[src/rtl/riscv_pipe_pkg.sv]
`default_nettype none
// ============================================================================
// Module      : riscv_pipe_pkg
// Description : Shared constants for the 5-stage pipeline hazard logic:
//               hazard FSM state encoding, register-index width and the
//               hard-wired zero register index.
// Revision    : 1.0 - initial release
// ============================================================================
package riscv_pipe_pkg;

    // Width of a register-file index (x0..x31)
    localparam int REG_IDX_W = 5;

    // x0 is hard-wired to zero, so it can never carry a load-use dependency
    localparam logic [REG_IDX_W-1:0] REG_ZERO = 5'd0;

    // Hazard controller state encoding
    localparam int         STATE_W     = 2;
    localparam logic [1:0] ST_RUN      = 2'd0;
    localparam logic [1:0] ST_FLUSH    = 2'd1;
    localparam logic [1:0] ST_MEM_WAIT = 2'd2;

endpackage
`default_nettype wire

[src/rtl/hazard_match.sv]
`default_nettype none
// ============================================================================
// Module      : hazard_match
// Description : Combinational load-use detector. Flags when the instruction
//               in EX is a load whose destination is read by the instruction
//               currently in ID.
// Ports       : exMemRead, exRd          - ID/EX read side (load flag, dest)
//               idRs1/2, idUsesRs1/2     - ID-stage sources and use flags
//               loadUse                  - hazard detected this cycle
// Revision    : 1.0 - initial release
// ============================================================================
module hazard_match
    import riscv_pipe_pkg::*;
(
    input  logic                 exMemRead,
    input  logic [REG_IDX_W-1:0] exRd,
    input  logic [REG_IDX_W-1:0] idRs1,
    input  logic [REG_IDX_W-1:0] idRs2,
    input  logic                 idUsesRs1,
    input  logic                 idUsesRs2,
    output logic                 loadUse
);

    logic w_rs1Hit;
    logic w_rs2Hit;

    // A source only matters if the ID instruction really reads it; the
    // register field of an unused operand may hold arbitrary bits.
    assign w_rs1Hit = idUsesRs1 && (idRs1 == exRd);
    assign w_rs2Hit = idUsesRs2 && (idRs2 == exRd);

    assign loadUse = exMemRead && (exRd != REG_ZERO) && (w_rs1Hit || w_rs2Hit);

endmodule
`default_nettype wire

[src/rtl/hazard_ctrl.sv]
`default_nettype none
// ============================================================================
// Module      : hazard_ctrl
// Description : Pipeline hazard controller. Converts load-use hazards into
//               one-cycle bubbles, squashes wrong-path instructions after a
//               taken branch, and freezes the whole pipeline while a data
//               memory access is outstanding.
// Ports       : clk, rst (async, active high)
//               idRs1/2, idUsesRs1/2, exMemRead, exRd - hazard inputs
//               branchTaken                           - EX redirect
//               dmemReq, dmemReady                    - MEM handshake
//               pcEn, ifidEn, idexEn, exmemEn         - stage enables
//               ifidFlush, idexFlush                  - bubble insertion
//               stallCount                            - saturating stall count
//               state                                 - FSM state (debug)
// Revision    : 1.0 - initial release
// ============================================================================
module hazard_ctrl
    import riscv_pipe_pkg::*;
#(
    parameter int FLUSH_CYCLES = 1,
    parameter int CNT_W        = 16
) (
    input  logic                 clk,
    input  logic                 rst,
    input  logic [REG_IDX_W-1:0] idRs1,
    input  logic [REG_IDX_W-1:0] idRs2,
    input  logic                 idUsesRs1,
    input  logic                 idUsesRs2,
    input  logic                 exMemRead,
    input  logic [REG_IDX_W-1:0] exRd,
    input  logic                 branchTaken,
    input  logic                 dmemReq,
    input  logic                 dmemReady,
    output logic                 pcEn,
    output logic                 ifidEn,
    output logic                 idexEn,
    output logic                 exmemEn,
    output logic                 ifidFlush,
    output logic                 idexFlush,
    output logic [CNT_W-1:0]     stallCount,
    output logic [STATE_W-1:0]   state
);

    localparam logic [3:0]       c_FLUSH_RELOAD = 4'(FLUSH_CYCLES - 1);
    localparam bit               c_MULTI_FLUSH  = (FLUSH_CYCLES > 1);
    localparam logic [CNT_W-1:0] c_CNT_MAX      = '1;

    logic [STATE_W-1:0] r_state;
    logic [3:0]         r_flushLeft;
    logic [CNT_W-1:0]   r_stallCount;

    logic               w_loadUse;
    logic               w_freeze;
    logic [STATE_W-1:0] w_effState;
    logic [STATE_W-1:0] w_nextState;
    logic [3:0]         w_nextFlushLeft;
    logic               w_pcEn;
    logic               w_ifidEn;
    logic               w_idexEn;
    logic               w_exmemEn;
    logic               w_ifidFlush;
    logic               w_idexFlush;

    hazard_match u_match (
        .exMemRead (exMemRead),
        .exRd      (exRd),
        .idRs1     (idRs1),
        .idRs2     (idRs2),
        .idUsesRs1 (idUsesRs1),
        .idUsesRs2 (idUsesRs2),
        .loadUse   (w_loadUse)
    );

    always_comb begin
        w_freeze        = dmemReq && !dmemReady;
        w_nextState     = ST_RUN;
        w_nextFlushLeft = r_flushLeft;
        w_pcEn          = 1'b1;
        w_ifidEn        = 1'b1;
        w_idexEn        = 1'b1;
        w_exmemEn       = 1'b1;
        w_ifidFlush     = 1'b0;
        w_idexFlush     = 1'b0;

        // Leaving MEM_WAIT resumes an interrupted flush (flushLeft was held
        // through the freeze) and is evaluated in the same cycle, so a ready
        // cycle costs no extra latency.
        w_effState = r_state;
        if ((r_state == ST_MEM_WAIT) && !w_freeze) begin
            w_effState = (r_flushLeft != 4'd0) ? ST_FLUSH : ST_RUN;
        end

        if (w_freeze) begin
            w_pcEn      = 1'b0;
            w_ifidEn    = 1'b0;
            w_idexEn    = 1'b0;
            w_exmemEn   = 1'b0;
            w_nextState = ST_MEM_WAIT;
        end else if (w_effState == ST_FLUSH) begin
            // Only squashed instructions are in flight: hazards and branches
            // they appear to raise are not real.
            w_ifidFlush     = 1'b1;
            w_idexFlush     = 1'b1;
            w_nextFlushLeft = r_flushLeft - 4'd1;
            w_nextState     = (w_nextFlushLeft == 4'd0) ? ST_RUN : ST_FLUSH;
        end else if (branchTaken) begin
            // PC stays enabled so it loads the branch target this cycle
            w_ifidFlush = 1'b1;
            w_idexFlush = 1'b1;
            if (c_MULTI_FLUSH) begin
                w_nextState     = ST_FLUSH;
                w_nextFlushLeft = c_FLUSH_RELOAD;
            end
        end else if (w_loadUse) begin
            // Hold PC and IF/ID, push a bubble into ID/EX; the load itself
            // advances so the hazard is gone next cycle.
            w_pcEn      = 1'b0;
            w_ifidEn    = 1'b0;
            w_idexFlush = 1'b1;
        end
    end

    always_ff @(posedge clk or posedge rst) begin
        if (rst) begin
            r_state      <= ST_RUN;
            r_flushLeft  <= 4'd0;
            r_stallCount <= '0;
        end else begin
            r_state     <= w_nextState;
            r_flushLeft <= w_nextFlushLeft;
            if (!w_pcEn && (r_stallCount != c_CNT_MAX)) begin
                r_stallCount <= r_stallCount + 1'b1;
            end
        end
    end

    // All controls are forced inactive for as long as reset is held
    assign pcEn       = w_pcEn      && !rst;
    assign ifidEn     = w_ifidEn    && !rst;
    assign idexEn     = w_idexEn    && !rst;
    assign exmemEn    = w_exmemEn   && !rst;
    assign ifidFlush  = w_ifidFlush && !rst;
    assign idexFlush  = w_idexFlush && !rst;
    assign stallCount = r_stallCount;
    assign state      = r_state;

endmodule
`default_nettype wire

[config.mk]
export PLATFORM = sky130hd
export DESIGN_NAME = hazard_ctrl
export DESIGN_NICKNAME = d
export VERILOG_FILES = /design/src/rtl/riscv_pipe_pkg.sv /design/src/rtl/hazard_match.sv /design/src/rtl/hazard_ctrl.sv
export SDC_FILE = /design/constraint.sdc
export NUM_CORES = 1
export LEC_CHECK = 0
export ABC_AREA = 0
export CAP_MARGIN = 20
export CORE_MARGIN = 2
export CORE_UTILIZATION = 45
export CTS_BUF_LIST = sky130_fd_sc_hd__clkbuf_16
export DETAILED_ROUTE_END_ITERATION = 8
export GPL_TIMING_DRIVEN = 0
export PLACE_DENSITY = 0.85
export REMOVE_ABC_BUFFERS = 1
export SETUP_SLACK_MARGIN = 0.4
export SLEW_MARGIN = 20
export SYNTH_ARGS = -nofsm -noshare
export SYNTH_HDL_FRONTEND = slang
export SYNTH_SLANG_ARGS = --single-unit
[constraint.sdc]
create_clock -name clk -period 4.27 [get_ports clk]
set_input_delay 0.427 -clock clk [delete_from_list [all_inputs] [get_ports clk]]
set_output_delay 0.427 -clock clk [all_outputs]
set_load 0.005 [all_outputs]
==> run summary, run 1 <==
Summed over all layers, the routed wires come to 3000 µm. For this run, design rule violations remaining after detail routing come to 0. The reported max-cap violation count is 0. Entering global routing, the biggest net connects 23 pins. At the end of routability-driven placement, the weighted congestion stood at 0.712.

For this block, wires on met1 add up to 1230 µm. The number of cells on the worst reg-to-reg path is 7. The number of clock buffers added by TritonCTS is 3. Along the worst path, the maximum fanout reaches 3.

From bottom edge to top edge, the die measures 59.4 µm. Counting I/O delays and the setup requirement, the final critical path takes 3.08 ns. The total area of sequential cells was 551 µm²; the floorplan row count was 20. The logs give 0.00630 ns for the final clock skew and 38 for the count of different cell masters after synthesis. Averaged over all synthesized cells, the footprint is 10.5 µm². The highest metal layer used by the detailed router is met3. Setup repair after global routing left no endpoint under its margin. The final non-filler cell area is 0.00191 mm², and the final total negative setup slack is 0 ns.

Buffers placed on the I/O ports in this run total 46. The number of enable-type register cells in the synthesized netlist is 0, and the number of hold-slack violations in the final timing report is 0. The met3 layer wire length in the routed design is 102 µm. The relative slew slack came out at 0.442. The run gives 0 as the overall overflow remaining after global route.

Relative to the synthesized area, the layout overhead comes to 38.5%. During synthesis, Yosys emitted a total of 0 warnings. The setup fix buffers added after clock tree synthesis came out at 0. Cell type with the largest total area after synthesis: dfrtp_1. The share of the clock period used by the worst path came out at 0.722.

End-of-flow core utilization: 0.641. The worst-case IR drop observed on VDD is 441 µV. After the last flow step, the layout net total stands at 202.

Slew at the pin with the worst max-slew slack: 0.836 ns. Setup slack on the worst reg-to-reg path comes out at 1.87 ns. The post-synthesis cell area was 0.00138 mm². The most common cell after layout, fill and taps aside is clkdlybuf4s50_1. The global-route usage over all layers came out at 0.182.

The top cell types in the final layout, fill and taps aside, are clkdlybuf4s50_1, xnor2_1, dfrtp_1. The placed instances occupy a cell area of 0.00183 mm². Hold timing on the final database bottoms out at a slack of 0.495 ns. After detailed routing, the number of vias per cell comes to 5.17. The clock latency on the worst-skew pair came out at 0.25 ns. Dividing the detail-routed wire length by the instance count gives 14.4 µm. The total met2 wirelength after detailed routing was 1670 µm; the maximum buffer depth of the clock tree was 2.

The layout has 236 filler cells. The setup violation total in the final timing report was 0. CTS placed an instance of clkbuf_16 at the clock tree root. The worst setup path is of the in2out kind. For this design the static power due to leakage is 0.000737 µW. Power spread over the standard cell area amounts to 413 mW/mm². The number of standard cells in the layout, taps in and fillers out is 208, and the count of mapped cells out of synthesis is 131.

The remaining number of nets flagged by the antenna check after routing was 0; the iteration-0 DRC count of the detailed router was 22. Clock-pin slew was measured on the worst setup and hold paths at 0.06 ns. Summing all multi-input logic gate instances after layout gives 763 µm². The repair_antennas step left the layout with diodes totalling 0. The min-delay analysis places its worst path in the category reg2reg. The number of global-route vias before repair is 1,109. After floorplanning, the core was sized to cover 0.00298 mm². The number of cells traversed by the worst hold path is 1, and the share of synthesized flip-flops with an asynchronous set or reset is 1.00.

The die width came out at 59.4 µm. In the post-synthesis netlist, the biggest area contributors are dfrtp_1, xnor2_1, nand3_2. Full die area: 0.00352 mm². The sequential area share after synthesis was 0.399; the final number of max-transition violations was 0.

Number of search-and-repair iterations in the first detailed-routing pass: 4. CTS saw 22 sinks. The run finished with clean final reports. The startpoint of the lowest-slack register-to-register path is stallCount[0]$_DFFE_PP0P_. TritonCTS built the clock tree.

Initial antenna violation count: 0. The top-area cell type share of the netlist area is 0.399. The post-synthesis register bit count is 22.

Pin placement for this block handled 47 I/O pins. The fmax came out at 324 MHz. The worst setup path is launched from an input port.

The worst hold path terminates at stallCount[12]$_DFFE_PP0P_. The capturing element type of the critical path is an output pin. The share of layout cells above drive strength 1 works out to 0.120. The startpoint of the tightest hold check path was stallCount[12]$_DFFE_PP0P_. The starting density of the core was 0.463; the data arrival time of the critical path was 2.66 ns. At the worst endpoint, the required time is 3.84 ns. Among all flip-flop cells after synthesis, the most frequent one is dfrtp_1. After detailed placement, the design holds a cell count of 204. The tools report the endpoint of the worst register-to-register path as stallCount[1]$_DFFE_PP0P_. The logs give 0 for the post-CTS resize count and 0 for the hold-fix buffer count after cts. Across all layers, the routed design uses 1,076 vias. The wire-length estimate of the detail-placed layout is 2290 µm. The tools report the H-tree depth as 1.

The first global-routing pass estimated 4910 µm of wire.
==> routing by layer <==
metal	GRT usage	vias up
met5	0	-
met4	0.0357	0
met3	0.0502	0
met2	0.320	17
met1	0.221	520
li1	-	539
==> flip-flops by register name (all words and copies together) (netlist names) <==
| signal | flops |
|---|---|
| stallCount | 16 |
| r_flushLeft | 4 |
| state | 2 |
==> Yosys cell counts, drive strengths merged (2+ instances only) <==
cell type and number:
clkbuf 2, inv 4, nor3 3, nand2 11
xor2 3, nand3 13, nand4b 2, dfrtp 22
nand4 4, xnor2 26, buf 4, nor2 6
a21oi 2, and4 2, ha 3, nor2b 3
and3 6
==> report_power, final <==
part / switching, µW / internal (µW) / total, µW
combinational: 105 / 161 / 266
sequential: 65.5 / 259 / 324
clock: 73.5 / 125 / 198
==> kinds of logic after synthesis <==
family	synth area share
compound gates	0.0508
xor+xnor	0.184
fa+ha+maj	0.0272
buf+inv	0.0472
flops	0.399
mux	0.0109
simple gates	0.280
==> worst max-delay path, cell delays in order <==
cell,delay [ns]
clkdlybuf4s50_1,0.48
or4_1,0.55
o21a_1,0.22
a311oi_1,0.39
clkdlybuf4s50_1,0.59
==> cell type report <==
type,count,area share
clock inverter,1,0.00197
clock buffer,3,0.0393
tap,33,0.0216
timing repair buffer,46,0.241
multi-input combinational,99,0.400
inverter,4,0.00786
sequential,22,0.288
==> metrics by stage <==
step                power (µW)  setup slack, ns
detailed placement         593             1.18
CTS                        795             1.17
global route               836             1.13
finish                     788             1.19
global placement           574             1.28
floorplan                  459             2.10
==> worst max-delay path by stage <==
stage	startpoint	endpoint	slack, ns	cells past startpoint
global route	exRd[1]	ifidEn	1.13	5
finish	exRd[1]	ifidEn	1.19	5
floorplan	r_flushLeft[0]$_DFFE_PP0P_	stallCount[1]$_DFFE_PP0P_	2.10	8
detailed placement	exRd[1]	ifidEn	1.18	5
global placement	exRd[1]	ifidEn	1.28	5
CTS	exRd[1]	ifidEn	1.17	5
Note: power is estimated with default switching activity, not from simulation.
==> inputs of run 2 (changes only) <==
- CORE_UTILIZATION: 45 -> 41
- PLACE_DENSITY: 0.85 -> 0.82
- clock period: 4.27 -> 2.8 ns (I/O delays scaled with it)
==> run 2 against run 1 <==
Net effect: worst setup slack got worse by 0.71 ns; cell area rose by 5.8%; non-clock buffer count rose by 9; first-iteration DRC count grew to 3.6 times the previous value; total power up 59%; register-to-register slack worse by 1.3 ns; critical endpoint is now idexFlush.
==> run summary, run 2 (synthesized netlist as in run 1, its figures left out) <==
The flow ran to the end, and the final reports show no timing, DRC or antenna violations. VDD sags by at most 524 µV. TritonCTS built the clock tree.

The tools report the number of hold-slack violations in the final timing report as 0. Number of nets in the finished design: 211. The run gives 0 as the setup violation total in the final timing report.

The run gives 0.00185 mm² as the area of placed instances. The total routed wirelength came out at 3150 µm. The core region is 0.00328 mm². The antenna cell count was 0; the final non-filler cell area was 0.00202 mm². The floorplan row count is 21. The total power divided by cell area is 621 mW/mm². Before antenna repair, the detailed router went through 4 iterations.

Leaving out fill and tap cells, the most frequent cells in the layout are clkdlybuf4s50_1, xnor2_1, dfrtp_1. Clock skew on the completed layout was measured at 0.00562 ns. The relative slew slack came out at 0.449. Across all layers, the routed design uses 1,142 vias. The post-CTS clock slew at the launch and capture registers of the worst setup and hold paths works out to 0.06 ns. For this design the static power due to leakage is 0.000791 µW.

For the pin with the worst max-slew slack, the measured transition is 0.826 ns. The cell count after placement is 217. The number of global-route vias before repair is 1,098. Along the worst path, the maximum fanout reaches 4. Overall power consumption after layout is estimated at 1250 µW.

For the global-route usage over all layers, the log shows 0.171. For the fmax, the log shows 431 MHz. The starting density of the core is 0.420. Setup repair after global routing left no endpoint under its margin. The share of the clock period used by the worst path is 0.828, and the clock latency on the worst-skew pair is 0.25 ns.

STA puts the critical path data arrival time at 2.04 ns. The tools report the overall overflow remaining after global route as 0. The vertical extent of the die is 62.0 µm, and the reported max-cap violation count is 0. The area growth from synthesis to layout is 46.5%.

STA classifies the critical path endpoint as an output pin. The detail route stage leaves a number of antenna-violating nets equal to 0. The via count normalized by instance count was 4.99.

For the full die area, the log shows 0.00384 mm². The iteration-0 DRC count of the detailed router is 79, and the final total negative setup slack is 0 ns. In this run, CTS created clock tree buffers numbering 3. After detailed routing, the number of remaining DRC violations is 0. The final number of max-transition violations was 0; the number of standard cells in the layout, taps in and fillers out was 229.

The share of layout cells above drive strength 1 is 0.202, and the maximum buffer depth of the clock tree is 2. The global-route wire length before repair was 4910 µm. For the half-perimeter wire length of the detailed placement result, the log shows 2240 µm.

Leaving out fill and tap cells, the most frequent cell in the layout is clkdlybuf4s50_1. Port buffering added 46 buffers. At the end of routability-driven placement, the weighted congestion stood at 0.753. The critical path class was reg2out.

The initial antenna violation count came out at 0. The number of flip-flops under the largest register name was 16. The path type of the worst min-delay path is reg2reg.

Die width: 62.0 µm. Hold repair after CTS inserted 0 buffers. Element type at the critical path start: a register. Entering global routing, the biggest net connects 23 pins. After detailed routing, the average wire length per cell comes to 13.7 µm.

The logs give 1 for the H-tree depth and 47 for the count of pins on the block boundary. Data on the critical path is required at its endpoint by 2.52 ns. The routed design could run at a clock period as short as 2.32 ns. Root buffer cell: clkbuf_16. CTS saw 22 sinks.
-- run 2: per-stage QoR --
stage	setup WS, ns	hold slack [ns]	util
2_1_floorplan	0.625	0.269	-
3_3_place_gp	0.144	0.473	0.562
3_5_place_dp	0.109	0.487	0.562
4_1_cts	0.269	0.497	0.595
5_1_grt	0.406	0.507	0.615
6_report	0.482	0.493	0.615
-- run 2: worst paths after layout --
kind | start | to | slack (ns) | cells past startpoint
worst max-delay path | r_flushLeft[0]$_DFFE_PP0P_ | idexFlush | 0.48 | 8
worst min-delay path | stallCount[12]$_DFFE_PP0P_ | stallCount[12]$_DFFE_PP0P_ | 0.49 | 1
worst max register to register | stallCount[0]$_DFFE_PP0P_ | stallCount[1]$_DFFE_PP0P_ | 0.56 | 7
worst min register to register | stallCount[12]$_DFFE_PP0P_ | stallCount[12]$_DFFE_PP0P_ | 0.49 | 1
max in group asynchronous | rst | stallCount[7]$_DFFE_PP0P_ | 1.67 | 2
min in group asynchronous | rst | stallCount[11]$_DFFE_PP0P_ | 0.61 | 2
-- run 2: timing repair --
action | 4_1_cts | 5_1_grt
pin swaps | 2 | 2
endpoints found under the setup margin | 4 | 18
setup buffers | 4 | 5
resized for setup | 10 | 7
-- run 2: per-layer routing --
layer / track usage / share of wire / wire, µm / vias up
met3: 0.0331 / 0.030 / 93 / 0
met5: 0 / 0 / 0 / -
met1: 0.209 / 0.42 / 1320 / 560
li1: - / - / - / 555
met4: 0.0334 / 0 / 0 / 0
met2: 0.311 / 0.55 / 1740 / 27
-- run 2: critical path: stages, from the launching register on --
cell           delay, ns
dfrtp_1             0.39
inv_2               0.08
ha_4                0.14
or3b_4              0.39
and3b_4             0.21
nor3_4              0.14
buf_4               0.14
a21boi_1            0.05
dlygate4sd2_1       0.26
-- run 2: cell type report --
type                    count  area, µm²
fillers                   272       1260
multi-input cells          99        792
flip-flops and latches     22        551
repair buffers             55        529
clock buffers               3       75.1
well taps                  46       57.6
inverters                   4       15.0
-- run 2: where the power goes --
group	total, µW	internal [µW]	switching, µW	leakage, µW
Clock	290	188	102	0.0000370
Sequential	489	395	94.3	0.000286
Combinational	475	288	187	0.000468
==> inputs of run 3 (changes only) <==
- CORE_UTILIZATION: 41 -> 45
- PLACE_DENSITY: 0.82 -> 0.85
- clock period: 2.8 -> 2.2 ns (I/O delays scaled with it)
==> run 3 against run 2 <==
Net effect: the run now ends with setup timing left; non-clock buffer count up 8; worst setup slack worse by 0.53 ns; clock skew down 0.0039 ns.
==> run summary, run 3 (synthesized netlist as in run 1, its figures left out) <==
CTS saw 22 sinks. The overall overflow remaining after global route was 0; the reported max-cap violation count was 0. The share of layout cells above drive strength 1 works out to 0.285.

Largest fanout on the critical path: 3. Entering global routing, the biggest net connects 23 pins. Buffers placed on the I/O ports in this run total 46. TritonCTS built the clock tree.

Clock tree synthesis inserted a total of 3 buffers. The global-route usage over all layers is 0.200. The flow ran to the end, but the final reports show violations.

Across the routed clock network, the largest skew measured is 0.00177 ns. For the worst-skew pair, the clock arrives at the later sink with an insertion delay of 0.25 ns. The die is 59.4 µm wide. The run gives 0 as the initial antenna violation count. The most common cell after layout, fill and taps aside is clkdlybuf4s50_1. In this run the power density over the cells is 805 mW/mm².

The total leakage power was 0.000844 µW. For the global-route wire length before repair, the log shows 5350 µm. By startpoint and endpoint, the worst setup path is classified as reg2out. Compared with the post-synthesis result, the final layout area differs by 52.8%. The post-CTS clock slew at the launch and capture registers of the worst setup and hold paths works out to 0.06 ns.

The root buffer cell is clkbuf_16. The routed layout has 1,208 vias. Traced cell by cell, the critical path runs through inv_2, ha_4, or3b_4, and3b_4, nor3_4, buf_4, a311oi_2, buf_2. The critical path data required time came out at 1.98 ns. Remaining number of nets flagged by the antenna check after routing: 0. The checks that failed: setup timing. The tools report the detailed-route DRC error count as 0.

On the final layout, the worst hold slack is 0.490 ns. The total routed wirelength was 3670 µm. In this run, the number of DRC markers left after iteration 0 of detailed routing was 30.

The H-tree depth came out at 1. In this run the count of I/O pins placed on the die edge is 47. The initialized floorplan defines 20 standard-cell rows. The maximum buffer depth of the clock tree is 2, and the number of hold-slack violations in the final timing report is 0. Once placement finished, the instance area stood at 0.00183 mm². The half-perimeter wire length of the detailed placement result is 2290 µm. The filler cells instantiated in the layout total 199. The via count normalized by instance count works out to 5.35.

In the final layout, the multi-input gates occupy 838 µm². For the full die area, the log shows 0.00352 mm². Among all stages on the critical path, the largest delay is contributed by dfrtp_1. 0 antenna diodes ended up in the layout.

The slew at the pin with the worst max-slew slack was 0.829 ns; the number of global-route vias before repair was 1,177. The path type of the worst min-delay path is reg2reg. After the last flow step, the layout net total stands at 220. The floorplan step defined a core boundary enclosing 0.00298 mm². The run gives -0.0532 ns as the worst-case setup margin in the final layout. The first detailed-routing pass ran for 4 iterations.

With fillers left out, the area of the finished cells amounts to 0.00211 mm². The final number of max-transition violations is 0. The starting density of the core was 0.463. The tools report the worst supply voltage drop on vdd as 882 µV.

The element type at the critical path start was a register. Prior to clock tree synthesis, the placed netlist has a worst setup slack of -0.475 ns. Setup repair after global routing could not meet its margin everywhere. The worst path needs 2.25 ns of the cycle, external delays included. The setup violation total in the final timing report was 6; the fmax was 444 MHz. At the end of routability-driven placement, the weighted congestion stood at 0.712.

The register with the most flip-flops in the layout has 16 of them. The share of the clock period used by the worst path is 1.02, and the average detailed-routed wire length per instance is 16.2 µm. Leaving out fill and tap cells, the most frequent cells in the layout are clkdlybuf4s50_1, xnor2_1, dfrtp_1. The sequential cells in the finished layout cover a total of 551 µm². In this design, the stage delay of the slowest critical-path cell is 0.39 ns. The run gives 1700 µW as the post-route total power.

The data arrival time of the critical path was 2.03 ns; the vertical extent of the die was 59.4 µm. STA classifies the critical path endpoint as an output pin. Relative slew slack: 0.447.
## run 3: cell types whose count changed in the layout (fill, tap and decap cells not counted), sizes merged
cell,change
clkinv,+1
clkbuf,-1
buf,+11
nand3,+1
clkdlybuf4s50,-1
clkdlybuf4s15,-1
## run 3: stage by stage
step	setup TNS (ns)	utilization	instances
after floorplan	0	-	125
after global placement	-1.32	0.615	204
after detailed placement	-1.74	0.615	204
after CTS	-0.461	0.671	216
after global routing	-1.12	0.708	226
final	-0.210	0.708	226
## run 3: worst max-delay path: cells and delay by family, from the launching register on
family | cells | cell delay [ns]
AO/OA/AOI/OAI | 1 | 0.10
flip-flops | 1 | 0.39
adder cells (fa/ha/maj) | 1 | 0.14
buffers and inverters | 3 | 0.41
AND/OR/NAND/NOR | 3 | 0.73
## run 3: final cells by class
class | count | area share
multi-input combinational | 100 | 0.398
timing repair buffer | 63 | 0.277
sequential | 22 | 0.261
clock buffer | 3 | 0.0356
tap | 33 | 0.0196
inverter | 4 | 0.00713
clock inverter | 1 | 0.00178
## run 3: what timing repair did
item	in CTS	in global routing
setup endpoints to repair	23	22
resized for setup	27	8
hold buffers	0	0
buffers inserted	8	9
pin swaps	8	11
cloned	0	1
## run 3: worst paths after layout
| check | start | to | slack [ns] | cells past startpoint |
|---|---|---|---|---|
| setup / recovery | r_flushLeft[0]$_DFFE_PP0P_ | ifidEn | -0.05 | 8 |
| hold / removal | stallCount[12]$_DFFE_PP0P_ | stallCount[12]$_DFFE_PP0P_ | 0.49 | 1 |
| setup reg to reg | r_flushLeft[0]$_DFFE_PP0P_ | stallCount[2]$_DFFE_PP0P_ | -0.03 | 10 |
| hold reg to reg | stallCount[12]$_DFFE_PP0P_ | stallCount[12]$_DFFE_PP0P_ | 0.49 | 1 |
| max in group asynchronous | rst | stallCount[1]$_DFFE_PP0P_ | 1.11 | 2 |
| min in group asynchronous | rst | r_flushLeft[2]$_DFFE_PP0P_ | 0.58 | 2 |
## run 3: layer usage
metal / part of all wire / wire, µm / global-route usage / up-vias
li1: - / - / - / 578
met1: 0.38 / 1410 / 0.240 / 598
met2: 0.58 / 2120 / 0.366 / 30
met3: 0.035 / 130 / 0.0480 / 2
met4: 0.0011 / 4 / 0.0325 / 0
met5: 0 / 0 / 0 / -
## run 3: power breakdown
| group | total [µW] | switching, µW | internal, µW |
|---|---|---|---|
| registers | 630 | 128 | 502 |
| logic | 681 | 277 | 404 |
| clock network | 386 | 143 | 243 |
